`config.mk`:
```
export PLATFORM = sky130hd
export DESIGN_NAME = countdown_timer
export DESIGN_NICKNAME = d
export VERILOG_FILES = /design/src/rtl/countdown_pkg.sv /design/src/rtl/tick_prescaler.sv /design/src/rtl/countdown_timer.sv
export SDC_FILE = /design/constraint.sdc
export NUM_CORES = 1
export LEC_CHECK = 0
export BUFFER_PORTS_ARGS = -buffer_cell sky130_fd_sc_hd__clkbuf_2
export CORE_UTILIZATION = 45
export DETAILED_ROUTE_END_ITERATION = 12
export GPL_TIMING_DRIVEN = 1
export PLACE_DENSITY = 0.81
export SLEW_MARGIN = 15
export SYNTH_ARGS = -nofsm -noshare
export SYNTH_HDL_FRONTEND = slang
export SYNTH_SLANG_ARGS = --single-unit
export TNS_END_PERCENT = 10
```
`constraint.sdc`:
```
create_clock -name clk -period 5.4 [get_ports clk]
set_clock_uncertainty 0.1 [all_clocks]
set_input_delay 0.81 -clock clk [delete_from_list [all_inputs] [get_ports clk]]
set_output_delay 0.81 -clock clk [all_outputs]
set_load 0.1 [all_outputs]
```
`src/rtl/countdown_pkg.sv`:
```
// Shared state encodings for the countdown timer and its prescaler.
package countdown_pkg;

  typedef enum logic [1:0] {
    ST_IDLE    = 2'd0,
    ST_RUN     = 2'd1,
    ST_HOLD    = 2'd2,
    ST_EXPIRED = 2'd3
  } state_t;

endpackage

```
`src/rtl/tick_prescaler.sv`:
```
// Divides clk into one tick every PRESCALE enabled cycles; tick is combinational off the held count.
// Latency: first tick PRESCALE enabled cycles after clr. No backpressure; en freezes the count.
module tick_prescaler #(
  parameter int PRESCALE = 1
) (
  input  logic clk,
  input  logic rst,
  input  logic en,
  input  logic clr,
  output logic tick
);

  localparam int            PW   = (PRESCALE > 1) ? $clog2(PRESCALE) : 1;
  localparam logic [PW-1:0] LAST = PW'(PRESCALE - 1);

  logic [PW-1:0] cnt;

  assign tick = en && (cnt == LAST);

  always_ff @(posedge clk or posedge rst) begin
    if (rst) begin
      cnt <= '0;
    end else if (clr) begin
      cnt <= '0;
    end else if (en) begin
      cnt <= tick ? '0 : cnt + PW'(1);
    end
  end

endmodule

```
`src/rtl/countdown_timer.sv`:
```
// Loadable down-counter with prescaled ticks, one-cycle done pulse and combinational zero flag.
// Latency: first decrement PRESCALE cycles after start; periodic mode when AUTO_RELOAD_EN is defined.
// No backpressure: load > stop > start strobes are sampled every edge.
module countdown_timer #(
  parameter int WIDTH    = 8,
  parameter int PRESCALE = 1
) (
  input  logic             clk,
  input  logic             rst,
  input  logic             load,
  input  logic [WIDTH-1:0] load_val,
  input  logic             start,
  input  logic             stop,
  output logic [WIDTH-1:0] count,
  output logic             busy,
  output logic             done,
  output logic             zero
);

  import countdown_pkg::*;

  state_t state;
  logic   tick;
  logic   pre_en;

  // Gate on stop too, so the prescaler freezes on the same edge as the count.
  assign pre_en = (state == ST_RUN) && !stop;
  assign zero   = (count == '0);

  tick_prescaler #(
    .PRESCALE(PRESCALE)
  ) u_prescaler (
    .clk  (clk),
    .rst  (rst),
    .en   (pre_en),
    .clr  (load),
    .tick (tick)
  );

`ifdef AUTO_RELOAD_EN
  logic [WIDTH-1:0] reload;

  always_ff @(posedge clk or posedge rst) begin
    if (rst) begin
      reload <= '0;
    end else if (load) begin
      reload <= load_val;
    end
  end
`endif

  always_ff @(posedge clk or posedge rst) begin
    if (rst) begin
      state <= ST_IDLE;
      count <= '0;
      busy  <= 1'b0;
      done  <= 1'b0;
    end else begin
      done <= 1'b0;
      if (load) begin
        count <= load_val;
        state <= ST_IDLE;
        busy  <= 1'b0;
      end else begin
        case (state)
          ST_IDLE: begin
            if (!stop && start) begin
              if (count != '0) begin
                state <= ST_RUN;
                busy  <= 1'b1;
              end else begin
                state <= ST_EXPIRED;
                done  <= 1'b1;
              end
            end
          end
          ST_RUN: begin
            if (stop) begin
              state <= ST_HOLD;
              busy  <= 1'b0;
            end else if (tick) begin
              if (count <= WIDTH'(1)) begin
                done <= 1'b1;
`ifdef AUTO_RELOAD_EN
                if (reload != '0) begin
                  count <= reload;
                end else begin
                  count <= '0;
                  state <= ST_EXPIRED;
                  busy  <= 1'b0;
                end
`else
                count <= '0;
                state <= ST_EXPIRED;
                busy  <= 1'b0;
`endif
              end else begin
                count <= count - WIDTH'(1);
              end
            end
          end
          ST_HOLD: begin
            if (!stop && start) begin
              state <= ST_RUN;
              busy  <= 1'b1;
            end
          end
          default: begin
            count <= '0;
          end
        endcase
      end
    end
  end

endmodule

```
==> flow_summary.yaml, run 1 <==
yosys:
  synth_area_leaders: "dfrtp_1 (36%), ha_1 (6.9%), o21ai_0 (4.4%)"
  synth_seq_cells: 13
  synth.distinct_cells: 37
  yosysSeqAreaShare_pct: 35.9
  yosys.area.top_type_share_pct: 35.9
  syn_nets: 121
  yosysWarnings: 0
  synthCells: 103
  synth_area_um2: 907
  avgSynthCellArea_um2: 8.81
  yosysTopAreaCell: "dfrtp_1"
critical_path:
  crit_start: "count[0]"
  r2r-start: "state[1]"
  rr_endpoint: "count[2]"
  crit_chain: "inv_1 > ha_1 > or3b_2 > nor2_1 > clkbuf_2"
  setup.worst_path.end: "zero"
  slowest_stage: "or3b_2"
  reg2reg_depth: 6
  worst-setup-path-type: "flip-flop to primary output"
  max_stage_delay_ns: 0.53
  critical_path_required_ns: 4.49
  r2r_slack_ns: 3.21
  cp_data_arrival_time_ns: 2.31
  endpoint_kind: "primary output"
  start_kind: "flip-flop"
  crit_fanout: 7
route:
  wl_per_cell_um: 13.8
  drt-vias-per-instance: 5.81
  antenna_left: 0
  dr.pass1.iters: 4
  vias: 872
  drc: 0
  routed_wl_um: 2070
  first_iter_violations: 28
timing:
  whs_ns: 0.414
  worst_pin_slew_ns: 0.647
  slew_viol_final: 0
  fin_setup_tns_ns: 0
  fin_crit_ns: 3.22
  rsz0062_at_grt: "no"
  finalSetupViolCount: 0
  post-route-period-util_pct: 59.5
  max_freq_ghz: 0.311
  maxSlewHeadroom_pct: 56.9
  timing.final.ws_setup_ns: 2.18
  hold_viol: 0
power:
  power.leakage_nw: 0.472
  p_total_mw: 0.345
  ir_worst_vdd_mv: 0.182
  powerDensity_nw_per_um2: 325
job:
  drv_cap: 0
cts:
  insertion_delay_ns: 0.29
  cts_max_level: 1
  cts-root-buf: "clkbuf_4"
  tritoncts: "done"
  ctsResizeCount: 0
  clkSlewWorstSetupHoldPaths_ns: 0.09
  cts_buffers: 3
  cts.sinks: 13
  clk_path_buf_depth: 2
  cts_setup_buffers: 0
  cts_hold_buffers: 0
grt:
  grt_busiest_layer: "met2"
  grt_use_met1_pct: 26.8
  grt_pass1_vias: 727
  grt_max_degree: 19
  grt_antenna_before_repair: 0
  grt_pass1_wl_um: 3180
  grtUsageMet2_pct: 33.6
  overflow: 0
  grt_usage_pct: 20.8
  grt_use_met3_pct: 3.46
placed_design:
  dp_hpwl_um: 1510
  gp_congestion: 0.863
  place_inst: 146
  place_ws_ns: 2.51
  port-buffer-count: 23
  dpl_cell_area_um2: 1030
cells_and_area:
  drive_gt1_share_pct: 25.6
  antenna_cells: 0
  area_growth_pct: 17.0
  fin_nets: 144
  final_core_util_pct: 58.9
  design_area_um2: 1060
  layout.cells.non_filler: 150
floorplanning:
  dieArea_um2: 2200
  die_w_um: 46.9
  initial_core_util_pct: 50.3
  core-area_um2: 1800
  rows: 15
  die_h_um: 46.9
  io_pins: 24
hold_path:
  hold_path_class: "input port to asynchronous set/reset pin"
status:
  status: "completed"
[report_power, final]
group          switching, mW  leakage (nW)  internal (mW)
registers             0.0134         0.167          0.108
clock network         0.0367        0.0177         0.0276
logic                  0.121         0.287         0.0382
total                  0.172         0.472          0.174
[state kept, by name, summed over array words and instances (netlist names)]
signal           count
state                2
busy                 1
count                8
u_prescaler.cnt      1
done                 1
[cells by family (layout without fill, tap and decap cells)]
group	Yosys count	after routing	share of synthesized area, %
multiplexers	2	2	2.34
flip-flops	13	13	35.9
AO/OA/AOI/OAI	30	30	23.4
buffers and inverters	13	35	5.52
adder cells (fa/ha/maj)	5	5	6.90
XOR/XNOR	1	1	0.966
AND/OR/NAND/NOR	39	39	25.0
[worst min-delay path by stage]
| stage | startpoint | endpoint | slack, ns |
|---|---|---|---|
| 2_1_floorplan | state[1] | state[1] | 0.39 |
| 3_3_place_gp | state[1] | state[1] | 0.42 |
| 3_5_place_dp | state[1] | state[1] | 0.42 |
| 4_1_cts | rst | done | 0.43 |
| 5_1_grt | rst | count[4] | 0.46 |
| 6_report | rst | count[5] | 0.41 |
[synthesized netlist by cell type]
master / instances
or2_2: 1
a22oi_1: 4
nand3_1: 1
and2_1: 2
nor2b_1: 2
a2111o_1: 1
nand2_1: 7
o221ai_1: 1
o21ai_0: 8
nor3b_1: 2
buf_2: 1
or3_1: 1
o32a_1: 1
nand2b_1: 1
mux2i_1: 1
ha_1: 5
nor4b_4: 1
nor4_1: 3
a41oi_1: 1
nor4_2: 1
o32ai_1: 1
dfrtp_1: 13
nor2_1: 10
o211ai_1: 2
clkbuf_1: 4
or4_1: 2
o21ai_1: 1
o311ai_0: 3
a32o_1: 1
or3b_2: 1
xnor2_1: 1
nor3_1: 4
a21oi_1: 3
o31ai_1: 2
mux2_2: 1
inv_1: 8
a211o_1: 1
[critical path: cells and delay by family (launching register included)]
kind	cells	cell delay (ns)
adder cells (fa/ha/maj)	1	0.22
buffers and inverters	2	0.60
flip-flops	1	0.45
AND/OR/NAND/NOR	2	0.73
[layer usage]
layer,up-vias,share of wire (%)
li1,431,-
met5,-,0
met2,40,47
met4,0,1.7
met1,396,45
met3,5,6.1
[placed cells by master (no fill, tap or decap), types with 2 or more instances in the layout]
cell type / count
nor2_1: 10
o31ai_1: 2
a21oi_1: 3
and2_1: 2
ha_1: 5
o211ai_1: 2
or4_1: 2
nor3b_1: 2
nor4_1: 3
clkbuf_2: 23
o311ai_0: 3
o21ai_0: 8
clkbuf_4: 3
nand2_1: 7
nor2b_1: 2
a22oi_1: 4
inv_1: 8
dfrtp_1: 13
nor3_1: 4
[cell type report]
cell class	count	area, um2
Clock buffer	3	22.5
Clock inverter	1	5.00
Fill cell	163	741
Inverter	8	30.0
Multi-Input combinational cell	77	532
Sequential cell	13	325
Tap cell	25	31.3
Timing Repair Buffer	23	115
Power figures use the tool's default switching activity.
==> run 2, diff against run 1 <==
--- a/config.mk
+++ b/config.mk
@@ -9,7 +9,7 @@
 export CORE_UTILIZATION = 45
 export DETAILED_ROUTE_END_ITERATION = 12
 export GPL_TIMING_DRIVEN = 1
-export PLACE_DENSITY = 0.81
+export PLACE_DENSITY = 0.84
 export SLEW_MARGIN = 15
 export SYNTH_ARGS = -nofsm -noshare
 export SYNTH_HDL_FRONTEND = slang
==> constraint.sdc (replaced) <==
create_clock -name clk -period 2.8 [get_ports clk]
set_clock_uncertainty 0.1 [all_clocks]
set_input_delay 0.42 -clock clk [delete_from_list [all_inputs] [get_ports clk]]
set_output_delay 0.42 -clock clk [all_outputs]
set_load 0.1 [all_outputs]
==> run 2 against run 1 <==
Effect of this change: power is 92% higher; combinational power is 96% higher; clock power is 80% higher; critical endpoint unchanged; design area is 1.1% higher; critical path type unchanged; routed wire length is 1.5% higher; non-clock buffer count stayed put; register-to-register slack worse by 2.6 ns; sequential power is 94% higher; sequential cell count stayed put; worst hold slack worse by 0.38 ns; largest cell class unchanged; worst setup slack worse by 2.0 ns; via count is 0.46% higher.
==> flow_summary.yaml, run 2 (synthesized netlist as in run 1, its figures left out) <==
status:
  status: "completed"
power:
  p_seq_share_pct: 35.4
  p_int_mw: 0.338
  clock_power_share_pct: 17.5
  switching_share_pct: 49.0
  power.leakage_nw: 0.467
  comb_power_share_pct: 47.1
  p_total_mw: 0.664
  ir_worst_vdd_mv: 0.283
  powerDensity_nw_per_um2: 619
  p_switching_mw: 0.326
route:
  first_iter_violations: 21
  wl_met3_um: 87
  drc: 0
  wl_per_cell_um: 14.0
  met1_length_um: 959
  vias: 876
  highest_layer: "met4"
  wl_met2_um: 1040
  antenna_left: 0
  dr.pass1.iters: 4
  routed_wl_um: 2100
  drt-vias-per-instance: 5.84
critical_path:
  crit_fanout: 7
  worst-setup-path-type: "flip-flop to primary output"
  cp_data_arrival_time_ns: 2.08
  path_delay_family: "simple AND/OR/NAND/NOR gates"
  crit_buf_inv: 2
  critical_path_required_ns: 2.28
  start_kind: "flip-flop"
  max_stage_delay_ns: 0.56
  crit_start: "count[0]"
  endpoint_kind: "primary output"
  slowest_stage: "or3b_2"
  r2r-start: "state[1]"
  crit_chain: "inv_1 > ha_1 > or3b_2 > nor2_4 > buf_4"
cells_and_area:
  fin_nets: 144
  largest_reg_flops: 8
  final_common_cell: "clkbuf_2"
  top_register: "count"
  layout_common_cells: "clkbuf_2 (22), dfrtp_1 (11), nor2_1 (9)"
  area_growth_pct: 18.2
  antenna_cells: 0
  reg_top3: "count: 8 flops, state: 2 flops"
  drive_gt1_share_pct: 27.2
cts:
  tritoncts: "done"
  ctsResizeCount: 0
  cts.sinks: 13
  cts_max_level: 1
  clkSlewWorstSetupHoldPaths_ns: 0.08
  cts_buffers: 3
  cts_hold_buffers: 0
  insertion_delay_ns: 0.27
  cts_setup_buffers: 0
  clk_path_buf_depth: 2
  cts-root-buf: "clkbuf_4"
grt:
  grt_usage_pct: 21.4
  overflow: 0
  grt_max_degree: 19
  grt_pass1_vias: 771
  grt_pass1_wl_um: 3350
  grt_antenna_before_repair: 0
timing:
  finalSetupViolCount: 0
  max_freq_ghz: 0.385
  slew_viol_final: 0
  rsz0062_at_grt: "no"
  timing.final.ws_setup_ns: 0.201
  worst_pin_slew_ns: 0.591
  hold_viol: 0
  fin_setup_tns_ns: 0
  post-route-period-util_pct: 92.8
  maxSlewHeadroom_pct: 60.6
  fin_crit_ns: 2.60
floorplanning:
  die_h_um: 46.9
  core-area_um2: 1800
  dieArea_um2: 2200
  die_w_um: 46.9
  initial_core_util_pct: 50.3
  rows: 15
  io_pins: 24
hold_path:
  hold_path_class: "input port to asynchronous set/reset pin"
placed_design:
  place_ws_ns: 0.513
  gp_congestion: 0.856
  port-buffer-count: 23
  dp_hpwl_um: 1580
job:
  drv_cap: 0
==> run 2: cell types whose count changed in the layout (fill, tap and decap cells not counted), sizes merged <==
cell    previous run  this run
buf                0         1
clkinv             1         0
==> run 2: power by group through the flow <==
stage	Combinational, mW	Sequential, mW	Clock (mW)
2_1_floorplan	0.127	0.363	0
3_3_place_gp	0.304	0.236	0
3_5_place_dp	0.311	0.238	0
4_1_cts	0.312	0.234	0.119
5_1_grt	0.333	0.238	0.129
6_report	0.313	0.235	0.116
==> run 2: path summary, 6_finish.rpt <==
kind / slack (ns) / cells past startpoint / to
max reg2reg: 0.64 / 6 / count[2]
min in group clk: 0.28 / 3 / count[4]
max in group asynchronous: 2.19 / 2 / count[1]
min reg2reg: 0.44 / 1 / state[1]
min: 0.04 / 2 / busy
max: 0.20 / 5 / zero
==> run 2: final cells by class <==
| class | instances | area [um2] |
|---|---|---|
| fill | 164 | 729 |
| multi-input combinational | 77 | 539 |
| sequential | 13 | 328 |
| timing repair buffer | 23 | 118 |
| tap | 25 | 31.3 |
| inverter | 8 | 30.0 |
| clock buffer | 4 | 26.3 |
==> run 2: metal layers <==
| layer | track usage (%) | vias up |
|---|---|---|
| li1 | - | 434 |
| met1 | 29.3 | 414 |
| met2 | 33.3 | 26 |
| met3 | 3.46 | 2 |
| met4 | 9.14 | 0 |
| met5 | 0 | - |
==> run 2: per-stage QoR <==
stage / instance area [um2] / hold slack [ns] / util, % / instances
floorplan: 917 / 0.197 / - / 103
global placement: 1050 / 0.349 / 58.1 / 146
detailed placement: 1050 / 0.349 / 58.1 / 146
CTS: 1070 / 0.0501 / 59.5 / 150
global route: 1070 / 0.0911 / 59.5 / 150
finish: 1070 / 0.0388 / 59.5 / 150
==> run 3, diff against run 2 <==
--- a/config.mk
+++ b/config.mk
@@ -7,11 +7,14 @@
 export LEC_CHECK = 0
 export BUFFER_PORTS_ARGS = -buffer_cell sky130_fd_sc_hd__clkbuf_2
 export CORE_UTILIZATION = 45
+export CTS_BUF_LIST = sky130_fd_sc_hd__clkbuf_4 sky130_fd_sc_hd__clkbuf_8
+export CTS_CLUSTER_DIAMETER = 200
 export DETAILED_ROUTE_END_ITERATION = 12
 export GPL_TIMING_DRIVEN = 1
-export PLACE_DENSITY = 0.84
+export PLACE_DENSITY = 0.83
 export SLEW_MARGIN = 15
 export SYNTH_ARGS = -nofsm -noshare
 export SYNTH_HDL_FRONTEND = slang
+export SYNTH_HIERARCHICAL = 1
 export SYNTH_SLANG_ARGS = --single-unit
 export TNS_END_PERCENT = 10
==> run 3 against run 2 <==
Effect of this change: worst hold slack improved by 0.22 ns; sequential cell count unchanged; design area up 12%; global-route usage rose by 0.18 points; largest power group unchanged; combinational power is 59% higher; non-clock buffer count rose by 1; critical path type is now flip-flop to flip-flop; maximum frequency shrank 1.9%; worst setup slack got worse by 0.051 ns.
==> flow_summary.yaml, run 3 <==
status:
  status: "completed"
power:
  powerDensity_nw_per_um2: 744
  p_int_mw: 0.427
  switching_share_pct: 52.2
  power.leakage_nw: 0.522
  p_seq_share_pct: 30.3
  comb_power_share_pct: 55.7
  clock_power_share_pct: 14.0
  p_total_mw: 0.893
  p_switching_mw: 0.466
  ir_worst_vdd_mv: 0.374
route:
  highest_layer: "met4"
  dr.pass1.iters: 4
  drt-vias-per-instance: 5.91
  vias: 939
  first_iter_violations: 30
  wl_met2_um: 1100
  routed_wl_um: 2270
  wl_per_cell_um: 14.3
  antenna_left: 0
  met1_length_um: 1050
  drc: 0
  wl_met3_um: 111
critical_path:
  endpoint_kind: "flip-flop"
  r2r-start: "state[0]"
  start_kind: "flip-flop"
  critical_path_required_ns: 2.91
  rr_endpoint: "count[6]"
  reg2reg_depth: 8
  r2r_slack_ns: 0.15
  crit_fanout: 9
  cp_data_arrival_time_ns: 2.76
  worst-setup-path-type: "flip-flop to flip-flop"
yosys:
  syn_nets: 126
  avgSynthCellArea_um2: 8.90
  yosysWarnings: 6
  synth-async-reset-ratio_pct: 100
  synth.distinct_cells: 39
  synth_seq_cells: 13
  synth_area_leaders: "dfrtp_1 (34%), ha_1 (6.5%), inv_1 (4.3%)"
  synth_edf_count: 0
  synth_area_um2: 961
  ys.flop_type: "dfrtp_1"
  synthCells: 108
  yosys.area.top_type_share_pct: 33.9
  yosysSeqAreaShare_pct: 33.9
  synth.top_cells.by_count: "dfrtp_1 (13), inv_1 (11), nand2_1 (11)"
  yosysTopAreaCell: "dfrtp_1"
  synth.most_common_cell: "dfrtp_1"
cells_and_area:
  multi_input_area_um2: 629
  top_register: "count"
  drive_gt1_share_pct: 36.4
  area_growth_pct: 24.9
  reg_top3: "count: 8 flops, state: 2 flops"
  n_fill_cell: 178
  layout.cells.non_filler: 159
  final_core_util_pct: 60.5
  fin_nets: 151
  final_common_cell: "clkbuf_2"
  largest_reg_flops: 8
  antenna_cells: 0
  seq_area_um2: 335
  design_area_um2: 1200
  layout_common_cells: "clkbuf_2 (22), nand2_1 (11), inv_1 (9), dfrtp_1 (9), nor2_1 (7)"
timing:
  slew_viol_final: 0
  hold_viol: 0
  max_freq_ghz: 0.377
  post-route-period-util_pct: 94.7
  timing.final.ws_setup_ns: 0.150
  worst_pin_slew_ns: 0.660
  fin_setup_tns_ns: 0
  fin_crit_ns: 2.65
  whs_ns: 0.261
  maxSlewHeadroom_pct: 55.5
  finalSetupViolCount: 0
floorplanning:
  core-area_um2: 1980
  initial_core_util_pct: 48.5
  dieArea_um2: 2320
  rows: 16
  io_pins: 24
  die_h_um: 48.2
  die_w_um: 48.2
hold_path:
  worstHoldPathCells: 3
  hold_path_class: "input port to flip-flop"
  hold_end: "count[1]"
  hold_path.startpoint: "load_val[1]"
placed_design:
  port-buffer-count: 23
  gp_congestion: 0.853
  place_ws_ns: 0.0999
  dpl_cell_area_um2: 1140
  dp_hpwl_um: 1720
  place_inst: 154
grt:
  grt_usage_pct: 21.6
  grt_max_degree: 21
  grt_pass1_wl_um: 3500
  grt_pass1_vias: 765
  overflow: 0
  grt_antenna_before_repair: 0
cts:
  clk_path_buf_depth: 2
  tritoncts: "done"
  cts_buffers: 3
  cts-root-buf: "clkbuf_4"
  cts.sinks: 13
  cts_setup_buffers: 0
  cts_max_level: 1
  clkSlewWorstSetupHoldPaths_ns: 0.08
  insertion_delay_ns: 0.27
job:
  drv_cap: 0
run 3: cell count changes after synthesis, moves of 3 or more:
cell and delta:
a22oi_1 -4, nand2_1 +4, o21ai_0 -5, nand3_1 +3, a21oi_1 -3, o22ai_1 +4, o311ai_0 -3, a221o_1 +3
a31oi_1 +3, inv_1 +3
run 3: how the worst max path moves through the flow:
stage,endpoint,from,depth (start not counted)
detailed placement,count[6],state[1],9
floorplan,zero,count[1],5
global placement,count[6],state[1],9
global route,count[2],state[0],8
finish,count[6],state[0],8
CTS,count[6],state[1],9
run 3: cell families (layout without fill, tap and decap cells):
| family | count (synthesis) | after routing | synth area share (%) |
|---|---|---|---|
| AOI/OAI and AO/OA | 28 | 28 | 24.7 |
| DFF | 13 | 13 | 33.9 |
| and+or+nand+nor | 45 | 45 | 26.7 |
| adders and majority gates | 5 | 5 | 6.51 |
| buffers and inverters | 15 | 39 | 5.99 |
| muxes | 2 | 2 | 2.21 |
run 3: power by group through the flow:
stage | Combinational (mW) | Clock [mW] | Sequential [mW]
2_1_floorplan | 0.232 | 0 | 0.440
3_3_place_gp | 0.473 | 0 | 0.269
3_5_place_dp | 0.484 | 0 | 0.272
4_1_cts | 0.488 | 0.128 | 0.268
5_1_grt | 0.533 | 0.144 | 0.276
6_report | 0.497 | 0.125 | 0.271
run 3: layer usage:
layer  GRT usage [%]  up-vias
li1                -      451
met1            28.9      452
met2            36.3       34
met3            3.33        2
met4            5.00        0
met5               0        -
run 3: area by class of cell:
class                   instances  area share (%)
well taps                      27            2.82
inverters                      11            3.65
clock buffers                   4            2.50
multi-input cells              80            52.5
flip-flops and latches         13            27.9
repair buffers                 24            10.6
run 3: repair_timing:
action	CTS	global route
setup endpoints to repair	0	6
hold buffers	1	0
endpoints found under the hold margin	1	0
gates resized for setup	0	4
run 3: worst max-delay path, cell delays in order (launching register included):
cell	delay (ns)
dfrtp_1	0.48
ha_2	0.28
inv_1	0.14
nor2_2	0.25
and2b_2	0.21
nor4bb_2	0.38
o311ai_4	0.24
o41ai_1	0.40
a21o_1	0.13
